### config.mk
export PLATFORM = sky130hd
export DESIGN_NAME = seq_mul_radix16
export DESIGN_NICKNAME = d
export VERILOG_FILES = /design/src/rtl/seq_mul_radix16.sv
export SDC_FILE = /design/constraint.sdc
export NUM_CORES = 1
export LEC_CHECK = 0
export ABC_AREA = 1
export BUFFER_PORTS_ARGS = -buffer_cell sky130_fd_sc_hd__buf_2
export CAP_MARGIN = 10
export CORE_AREA = 2 2 149 223
export CTS_CLUSTER_DIAMETER = 120
export CTS_CLUSTER_SIZE = 8
export DETAILED_ROUTE_END_ITERATION = 8
export DIE_AREA = 0 0 151 225
export PLACE_DENSITY_LB_ADDON = 0.15
export SKIP_LAST_GASP = 1
export SLEW_MARGIN = 20
export SYNTH_ARGS = -nofsm -noshare
export SYNTH_HDL_FRONTEND = slang
export SYNTH_SLANG_ARGS = --single-unit
export TNS_END_PERCENT = 100
### constraint.sdc
create_clock -name clk -period 4.35 [get_ports clk]
set_input_delay 0.2175 -clock clk [delete_from_list [all_inputs] [get_ports clk]]
set_output_delay 0.2175 -clock clk [all_outputs]
set_load 0.1 [all_outputs]
### src/rtl/seq_mul_radix16.sv
// Sequential 32x32 multiplier. It retires one radix-16 multiplier digit per cycle.
// Signed operands are handled as magnitudes, with a conditional negate in the final cycle.
module seq_mul_radix16 (
  input  logic        clk,
  input  logic        rst_n,
  input  logic        start,
  input  logic        is_signed,
  input  logic [31:0] a,
  input  logic [31:0] b,
  output logic        busy,
  output logic        done,
  output logic [31:0] hi,
  output logic [31:0] lo
);

  typedef enum logic [1:0] {IDLE, CALC, FIX} state_t;

  state_t      state;
  logic [2:0]  cnt;
  logic [63:0] p;
  logic [31:0] mag_a;
  logic        neg;

  logic [31:0] mag_a_in;
  logic [31:0] mag_b_in;
  logic [3:0]  d;
  logic [35:0] pp;
  logic [35:0] sum;
  logic [63:0] result;

  // 0x80000000 negates to itself, which is the correct unsigned magnitude
  always_comb begin
    mag_a_in = (is_signed & a[31]) ? (~a + 32'd1) : a;
    mag_b_in = (is_signed & b[31]) ? (~b + 32'd1) : b;
  end

  always_comb begin
    d   = p[3:0];
    pp  = (d[0] ? {4'b0000, mag_a}        : '0)
        + (d[1] ? {3'b000, mag_a, 1'b0}   : '0)
        + (d[2] ? {2'b00, mag_a, 2'b00}   : '0)
        + (d[3] ? {1'b0, mag_a, 3'b000}   : '0);
    sum    = {4'b0000, p[63:32]} + pp;
    result = neg ? (~p + 64'd1) : p;
  end

  always_ff @(posedge clk or negedge rst_n) begin
    if (!rst_n) begin
      state <= IDLE;
      cnt   <= '0;
      p     <= '0;
      mag_a <= '0;
      neg   <= 1'b0;
      busy  <= 1'b0;
      done  <= 1'b0;
      hi    <= '0;
      lo    <= '0;
    end else begin
      done <= 1'b0;
      case (state)
        IDLE: begin
          if (start) begin
            mag_a <= mag_a_in;
            neg   <= is_signed & (a[31] ^ b[31]);
            p     <= {32'h0000_0000, mag_b_in};
            cnt   <= '0;
            busy  <= 1'b1;
            state <= CALC;
          end
        end
        CALC: begin
          p   <= {sum, p[31:4]};
          cnt <= cnt + 3'd1;
          if (cnt == 3'd7) state <= FIX;
        end
        FIX: begin
          hi    <= result[63:32];
          lo    <= result[31:0];
          done  <= 1'b1;
          busy  <= 1'b0;
          state <= IDLE;
        end
        default: state <= IDLE;
      endcase
    end
  end

endmodule

==> results of run 1 <==
## state kept, by name (all words and copies together) (netlist names)
name and flops:
neg 1, done 1, p 64, hi 32
lo 32, mag_a 32, cnt 3, busy 1
state 2
## path summary, 6_finish.rpt
kind                       depth (start not counted)  slack [ns]      start        end
hold reg to reg                                    2        0.48      hi[3]      hi[3]
min in group asynchronous                          2        0.45      rst_n       p[9]
setup / recovery                                  17        0.17  mag_a[22]      p[61]
max in group asynchronous                          3        3.00      rst_n     hi[12]
hold / removal                                     4        0.06      a[27]  mag_a[27]
setup reg to reg                                  17        0.17  mag_a[22]      p[61]
## Yosys cell counts, types with 2 or more instances
cell        n
and3_1      4
nand2_1   830
fa_1       93
inv_1     425
dfrtp_1   168
buf_6       5
or2_0       2
nor2_2     13
nand3_4     2
nand2_2    12
a21oi_1    46
a31oi_1     8
xor2_1     38
nor3_1     20
or2_1       3
buf_1       4
nand3_2     3
nand3_1   124
nor2_4      7
o21ai_2     4
nand3b_1   15
buf_2      18
o31ai_1     3
o21ai_4     2
o22ai_1     2
ha_1       45
o21ai_0   113
clkbuf_1   34
a22oi_1    26
nand4_1    31
buf_4       5
a22o_1      2
xnor2_1    18
o32ai_1     2
nor2_1    215
inv_2       7
nor4_1      6
o21ai_1    28
## layout by cell type, fill, tap and decap left out, types with 31 or more instances in the layout
| cell | synthesis | layout |
|---|---|---|
| nand2_1 | 830 | 820 |
| inv_1 | 425 | 424 |
| nor2_1 | 215 | 209 |
| dfrtp_1 | 168 | 164 |
| buf_2 | 18 | 132 |
| nand3_1 | 124 | 123 |
| o21ai_0 | 113 | 110 |
| fa_1 | 93 | 92 |
| a21oi_1 | 46 | 45 |
| ha_1 | 45 | 43 |
| buf_4 | 5 | 43 |
| xor2_1 | 38 | 38 |
| nand4_1 | 31 | 31 |
| o21ai_1 | 28 | 31 |
## what timing repair did
action,in CTS,in global routing
hold buffers,1,0
hold endpoints to repair,97,0
setup buffers,0,2
gates cloned,0,1
gates resized for setup,2,29
pin swaps,0,1
endpoints found under the setup margin,1,17
## cells by family after synthesis
family,share of synthesized area
xor gates and xnor gates,0.03101
AOI/OAI and AO/OA,0.08552
and+or+nand+nor,0.3409
DFF,0.2658
adders and majority gates,0.1533
buffers and inverters,0.1235
## worst min-delay path, stage by stage
cell and delay [ns]:
buf_2 0.10, nand2_1 0.05, nand3_1 0.06, nand2_1 0.04
## area by class of cell
cell class / count / area, sq um
clock buffers: 18 / 429.2
clock inverters: 14 / 130.1
fillers: 3270 / 14060
multi-input cells: 1724 / 9748
well taps: 410 / 513.0
flip-flops and latches: 168 / 4209
inverters: 433 / 1627
repair buffers: 182 / 1110
## metal layers
metal  wire length [microns]  track usage  vias up
li1                        -            -     7602
met1                   19670       0.3559     7343
met2                   27980       0.5963      451
met3                    2013      0.03259      173
met4                    4391       0.2273        0
met5                       0            0        -
## through the flow
step	worst slack [ns]	instance area, sq um	utilization	std cells
floorplan	0.3670	15820	-	2391
global placement	-0.1071	17070	0.5363	2913
detailed placement	-0.1230	17070	0.5363	2913
CTS	0.008605	17640	0.5543	2946
global route	-0.01818	17770	0.5581	2949
finish	0.1692	17770	0.5581	2949
==> metrics.md, run 1 <==
| Metric | Value |
|---|---|
| Largest net degree at the start of global routing | 99 |
| Synth Area per Inst | 6.615 sq um |
| DR vias/cell | 5.279 |
| Critical-path maximum fanout | 5 |
| Layout Area Growth over Synthesis | 12.33% |
| Synth Register Bits | 168 |
| Top cell type's share of synthesized area | 0.2658 |
| Final Hold Vio Count | 0 |
| Remaining routing DRC violations | 0 |
| Setup crit start kind | flip-flop |
| Setup CP Type | reg2reg |
| TritonCTS Sinks | 168 |
| First-pass GRT wire length | 84070 microns |
| Die area | 0.03398 sq mm |
| Skew final | 0.007791 ns |
| Starting density of the core | 0.4969 |
| Ys Warns | 0 |
| FFs w/ async S/R, synth | 1.000 |
| Mapped Nets | 2597 |
| WL final | 54050 microns |
| Outcome | finished, final reports clean |
| CP top delay family | adder cells |
| CP most frequent cell | nand2_1 |
| Register area share after synthesis | 0.2658 |
| Ant diodes | 0 |
| CTS tree | built |
| Die height | 225 microns |
| Routability congestion estimate from global placement | 1.030 |
| H-Tree Depth | 4 |
| TritonCTS Buffers | 17 |
| Detailed-route via count | 15570 |
| Cell taking the most area after synthesis | dfrtp_1 |
| Pins Over Slew Limit | 0 |
| Die width | 151 microns |
| Max frequency | 239.2 MHz |
| WHS | 0.06096 ns |
| Post-synth EDFFs | 0 |
| Rows | 80 |
| Top cells by area, synth | dfrtp_1 27%, nand2_1 20%, fa_1 12%, inv_1 10%, nor2_1 5.1% |
| Setup crit end kind | flip-flop |
| Total negative slack | 0 ns |
| Initial drt markers | 940 |
| Clk pin slew, worst setup/hold paths | 0.07 ns |
| Unique masters post-synth | 46 |
| Worst-skew pair later-pin latency | 0.45 ns |
| Required time worst endpoint | 4.69 ns |
| I/O Pins | 134 |
| Relative slew slack | 0.3258 |
| Max-cap violations | 0 |
| Min Tclk post-route | 4.181 ns |
| Cell Area, Synth | 0.01582 sq mm |
| Core Area | 0.03183 sq mm |
| Vias in the first global route | 15520 |
| Dpl hpwl | 44350 microns |
| Max incr delay on CP | 0.63 ns |
| Setup-failing EPs final | 0 |
| Antenna violations before repair | 0 |
| DRT antenna net count | 0 |
| Root buffer cell | clkbuf_16 |
| CP cell instances | nand2_1, fa_1, inv_1, fa_1, inv_1, fa_1, inv_1, ha_1, nand2_1, nor2_1, nand2_1, nor4_1, nand2_1, nand2_1, nand2_1, nand3_1, nand2_1 |
| Total grt overflow | 0 |
| Final worst-path cycle share | 0.9611 |
| Total GRT Usage | 0.3295 |
| Top_reg_cell synth | dfrtp_1 |
| Layout Nets | 2732 |
| Share of cells above drive strength 1 | 0.1158 |
| Gate count of the mapped netlist | 2391 |
| Clk buf depth | 2 |
| RSZ-0062 raised after global routing | true |
| Worst endpoint data arrival time | 4.52 ns |
| Slowest cell on the critical path | dfrtp_1 |
| Least-Margin Pin Slew | 1.011 ns |
| DR pass1 iterations | 5 |
| HP Class | in2reg |
| CP bufs+invs | 3 |
| PortBufs | 133 |
| WL/cell | 18.33 microns |
Power of run 1 is not shown: default switching activity piles up to over one toggle a cycle in this logic, so the estimate is an artifact.
==> inputs of run 2 (changes only) <==
Settings changed: CORE_AREA 2 2 149 223 to 2 2 213 320, DIE_AREA 0 0 151 225 to 0 0 215 322.
==> run 2 against run 1 <==
- highest routed layer is now met5
- hold slack got worse by 0.015 ns
- sequential share of layout area fell by 0.93 points
- cell count is 17% higher
- setup slack better by 0.010 ns
- critical path type unchanged
- critical path depth is the same
==> metrics.md, run 2 (synthesized netlist as in run 1, its figures left out) <==
| Metric | Value |
|---|---|
| Outcome | finished, final reports clean |
| Dpl hpwl | 54330 microns (+22%) |
| Largest register FFs | 64 (unchanged) |
| Die height | 322 microns (+43%) |
| CP most frequent cell | inv_1 |
| Starting density of the core | 0.2379 (-0.2590) |
| Placed cell area | 0.01776 sq mm (+4.1%) |
| DRT antenna net count | 0 (unchanged) |
| WL final | 65780 microns (+22%) |
| Clk buf depth | 2 (unchanged) |
| WL/cell | 19.14 microns (+4.4%) |
| Required time worst endpoint | 4.67 ns (-0.02 ns) |
| Total grt overflow | 0 (unchanged) |
| Hold Path Cell Cnt | 4 (unchanged) |
| Setup crit end kind | flip-flop |
| Die area | 0.06923 sq mm (+100%) |
| Most flops, register | p |
| Slowest cell on the critical path | fa_1 |
| Setup CP Type | reg2reg |
| Detailed-route via count | 15530 (-0.25%) |
| Min Tclk post-route | 4.171 ns (-0.01018 ns) |
| I/O Pins | 134 (unchanged) |
| R2r endpoint | p[45] |
| Most frequent cells in the layout | 823 x nand2_1, 424 x inv_1, 209 x nor2_1 |
| TritonCTS Buffers | 17 (unchanged) |
| CP top delay family | adder cells |
| Setup-failing EPs final | 0 (unchanged) |
| Critical-path maximum fanout | 4 (-1) |
| Layout Nets | 2744 (+0.44%) |
| RSZ-0062 raised after global routing | true |
| Skew final | 0.01219 ns (+0.004395 ns) |
| HP Class | in2reg |
| First-pass GRT wire length | 99660 microns (+19%) |
| Worst endpoint data arrival time | 4.49 ns (-0.03 ns) |
| Least-Margin Pin Slew | 0.8908 ns (-0.1205 ns) |
| CTS tree | built |
| Flop2flop setup slack | 0.18 ns (about the same) |
| Setup crit start kind | flip-flop |
| Max frequency | 239.8 MHz (+0.24%) |
| Hold path start | a[24] |
| R2r startpoint | p[46] |
| Worst Hold End | mag_a[24] |
| CP cell instances | inv_1, fa_1, inv_1, fa_1, inv_1, fa_1, inv_1, ha_1, buf_4, nand2_1, nor2_4, and3_1, nand2_1, nand2_1, a21oi_1, o21ai_1, o21ai_0 |
| Remaining routing DRC violations | 0 (unchanged) |
| Relative slew slack | 0.4055 (+0.07965) |
| CP bufs+invs | 5 (+2) |
| TritonCTS Sinks | 168 (unchanged) |
| Routability congestion estimate from global placement | 0.9405 (-8.7%) |
| Pins Over Slew Limit | 0 (unchanged) |
| Share of cells above drive strength 1 | 0.1184 (+0.002591) |
| Commonest non-fill, non-tap cell in the layout | nand2_1 |
| Clk pin slew, worst setup/hold paths | 0.07 ns (about the same) |
| Worst-skew pair later-pin latency | 0.46 ns (about the same) |
| Core Area | 0.06647 sq mm (+110%) |
| Final instance area | 0.01850 sq mm (+4.1%) |
| Die width | 215 microns (+42%) |
| Final worst-path cycle share | 0.9588 (-0.002340) |
| Final Hold Vio Count | 0 (unchanged) |
| FF-to-FF path depth | 17 (unchanged) |
| Root buffer cell | clkbuf_16 |
| Rows | 116 (+45%) |
| Vias in the first global route | 16020 (+3.2%) |
| PortBufs | 133 (unchanged) |
| Initial drt markers | 905 (-3.7%) |
| Fillers | 7637 (+130%) |
| Total GRT Usage | 0.1928 (-0.1367) |
| H-Tree Depth | 4 (unchanged) |
| Antenna violations before repair | 2 (+2) |
| Layout Area Growth over Synthesis | 16.94% |
| DR vias/cell | 4.518 (-14%) |
| DR pass1 iterations | 7 (+2) |
| Max-cap violations | 0 (unchanged) |
| Max incr delay on CP | 0.57 ns (-0.06 ns) |
| Largest net degree at the start of global routing | 109 (+10%) |
==> run 2: worst max-delay path by stage <==
stage / startpoint / endpoint / slack, ns / cells past startpoint
after floorplan: p[0] / p[63] / 0.37 / 21
after global placement: p[1] / p[45] / -0.03 / 17
after detailed placement: p[1] / p[45] / -0.04 / 18
after CTS: p[1] / p[45] / 0.02 / 18
after global routing: p[1] / p[60] / -0.06 / 19
final: p[46] / p[45] / 0.18 / 17
==> run 2: final cells by class <==
type	count	area, sq um	share of cell area
clock buffers	22	464.2	0.02510
flip-flops and latches	168	4210	0.2276
repair buffers	194	1216	0.06576
multi-input cells	1724	9724	0.5258
clock inverters	10	143.9	0.007780
inverters	433	1627	0.08794
well taps	885	1107	0.05987
diodes	1	2.502	0.0001353
==> run 2: what timing repair did <==
item	in CTS	in global routing
hold endpoints to repair	60	0
gates cloned	0	1
hold buffers	1	0
gates resized for setup	1	25
setup endpoints to repair	3	20
setup buffers	0	1
==> run 2: layer usage <==
layer | vias up | routed length (microns) | track usage
met5 | - | 13 | 0
met4 | 2 | 3880 | 0.1085
met3 | 106 | 1531 | 0.01955
met2 | 296 | 36640 | 0.3859
met1 | 7504 | 23720 | 0.1911
li1 | 7622 | - | -
==> run 2: through the flow <==
step | instances | hold slack, ns | setup WS, ns | TNS, ns | utilization
5_1_grt | 3436 | 0.05861 | -0.05631 | -0.09068 | 0.2782
6_report | 3437 | 0.04570 | 0.1793 | 0 | 0.2782
3_5_place_dp | 3401 | 0.2660 | -0.04189 | -0.04189 | 0.2672
4_1_cts | 3434 | 0.02148 | 0.01942 | 0 | 0.2766
2_1_floorplan | 2391 | -0.07809 | 0.3670 | 0 | -
3_3_place_gp | 3401 | 0.2731 | -0.03427 | -0.03427 | 0.2672
==> run 2: tightest hold or removal path, cell delays in order <==
cell and delay, ns:
buf_2 0.10, nand2_1 0.05, nand3_1 0.07, nand2_1 0.05
Power of run 2 is left out for the same reason.
==> inputs of run 3 (changes only) <==
==> constraint.sdc (replaced) <==
create_clock -name clk -period 4.35 [get_ports clk]
set_input_delay 1.305 -clock clk [delete_from_list [all_inputs] [get_ports clk]]
set_output_delay 1.305 -clock clk [all_outputs]
set_load 0.1 [all_outputs]
==> run 3 against run 2 <==
- via count down 0.45%
- first-iteration DRC count grew 3.2%
- utilization decreased by 0.056 points
- maximum frequency is 0.96% higher
- cell area decreased by 0.20%
- non-clock buffer count is 5 higher
- clock skew grew 0.0028 ns
- critical path type unchanged
- largest cell class unchanged
- highest routed layer is now met4
==> metrics.md, run 3 (synthesized netlist as in run 1, its figures left out) <==
| Metric | Value |
|---|---|
| DR vias/cell | 4.494 (-0.54%) |
| Layout Utilization | 0.2777 (-0.0005650) |
| Share of cells above drive strength 1 | 0.1178 (-0.0005767) |
| Setup crit start kind | flip-flop |
| Clk buf depth | 2 (unchanged) |
| Max frequency | 242.1 MHz (+0.96%) |
| Rows | 116 (unchanged) |
| Worst setup margin | 0.2192 ns (+0.03985 ns) |
| Setup crit end kind | flip-flop |
| PortBufs | 133 (unchanged) |
| Root buffer cell | clkbuf_16 |
| Clk pin slew, worst setup/hold paths | 0.07 ns (about the same) |
| Hold Buf Count CTS | 0 (-1) |
| Detailed-route via count | 15460 (-0.45%) |
| Starting density of the core | 0.2379 (unchanged) |
| Critical-path maximum fanout | 5 (+1) |
| Pins Over Slew Limit | 0 (unchanged) |
| Worst-skew pair later-pin latency | 0.46 ns (about the same) |
| Total grt overflow | 0 (unchanged) |
| WL/cell | 19.19 microns (+0.27%) |
| RSZ-0062 raised after global routing | false |
| Skew final | 0.01500 ns (+0.002811 ns) |
| Largest net degree at the start of global routing | 73 (-33%) |
| CTS tree | built |
| Core Area | 0.06647 sq mm (unchanged) |
| Most frequent cells in the layout | 827 x nand2_1, 424 x inv_1, 210 x nor2_1 |
| Final worst-path cycle share | 0.9496 (-0.009161) |
| Least-Margin Pin Slew | 0.9659 ns (+0.07508 ns) |
| Vias in the first global route | 15960 (-0.34%) |
| HP Class | reg2reg |
| Layout Cells excl Fill | 3440 (+0.087%) |
| Post-CTS setup buffers | 0 (unchanged) |
| Setup-failing EPs final | 0 (unchanged) |
| Dpl hpwl | 55260 microns (+1.7%) |
| Die width | 215 microns (unchanged) |
| Total negative slack | 0 ns (unchanged) |
| Die height | 322 microns (unchanged) |
| Relative slew slack | 0.3561 (-0.04940) |
| Placed insts | 3409 (+0.24%) |
| Fillers | 7575 (-0.81%) |
| Max-cap violations | 0 (unchanged) |
| H-Tree Depth | 4 (unchanged) |
| WL final | 66020 microns (+0.36%) |
| Remaining routing DRC violations | 0 (unchanged) |
| First-pass GRT wire length | 100000 microns (+0.39%) |
| Outcome | finished, final reports clean |
| DR pass1 iterations | 5 (-2) |
| Antenna violations before repair | 0 (-2) |
| Setup CP Type | reg2reg |
| Min Tclk post-route | 4.131 ns (-0.03985 ns) |
| TritonCTS Sinks | 168 (unchanged) |
| Layout Area Growth over Synthesis | 16.70% |
| TritonCTS Buffers | 17 (unchanged) |
| Ant diodes | 0 (-1) |
| Initial drt markers | 934 (+3.2%) |
| DRT antenna net count | 0 (unchanged) |
| Die area | 0.06923 sq mm (unchanged) |
| Required time worst endpoint | 4.68 ns (about the same) |
| Pre-CTS setup slack | 0.03698 ns (+0.07887 ns) |
| Final Hold Vio Count | 0 (unchanged) |
| Most flops, register | p |
| I/O Pins | 134 (unchanged) |
| Total GRT Usage | 0.1943 (+0.001467) |
| Largest register FFs | 64 (unchanged) |
| Layout Nets | 2749 (+0.18%) |
| Commonest non-fill, non-tap cell in the layout | nand2_1 |
| Worst endpoint data arrival time | 4.47 ns (-0.02 ns) |
| Routability congestion estimate from global placement | 0.9314 (-0.97%) |
==> run 3: area by class of cell <==
class	instances	area (sq um)	area share
repair buffers	199	1221	0.06616
clock inverters	10	117.6	0.006372
multi-input cells	1724	9706	0.5258
inverters	433	1627	0.08812
clock buffers	21	470.5	0.02549
well taps	885	1107	0.05999
flip-flops and latches	168	4209	0.2280
==> run 3: routing by layer <==
layer	global-route usage	part of all wire	wire length, microns	up-vias
met5	0	0	0	-
met4	0.1039	0.059	3889	0
met3	0.02323	0.028	1858	110
met2	0.3873	0.55	36550	346
li1	-	-	-	7638
met1	0.1936	0.36	23720	7366
==> run 3: final timing paths <==
kind / start / endpoint / slack (ns) / depth (start not counted)
setup / recovery: mag_a[15] / p[45] / 0.22 / 17
hold / removal: lo[25] / lo[25] / 0.47 / 2
setup reg to reg: mag_a[15] / p[45] / 0.22 / 17
hold reg to reg: lo[25] / lo[25] / 0.47 / 2
max in group asynchronous: rst_n / p[57] / 2.49 / 2
min in group asynchronous: rst_n / hi[9] / 0.85 / 1
==> run 3: repair_timing <==
item	4_1_cts	5_1_grt
setup endpoints to repair	0	18
resized for setup	0	19
endpoints found under the hold margin	0	0
==> run 3: per-stage QoR <==
step	area (sq um)	hold WS, ns
after floorplan	15820	0.4681
after global placement	17820	0.4612
after detailed placement	17820	0.4624
after CTS	18410	0.4811
after global routing	18460	0.4959
final	18460	0.4729
==> run 3: critical path, cell delays in order (launching register included) <==
cell and delay, ns:
dfrtp_1 0.60, nand2_1 0.14, fa_1 0.51, inv_1 0.05, fa_1 0.53, inv_1 0.05, fa_1 0.52, inv_1 0.04
ha_1 0.32, buf_4 0.17, nand2_1 0.13, inv_1 0.05, nand2_1 0.06, nand2_1 0.07, a21oi_1 0.16, nand2_2 0.14
o21ai_1 0.31, o21ai_0 0.14
Power of run 3 is left out for the same reason.
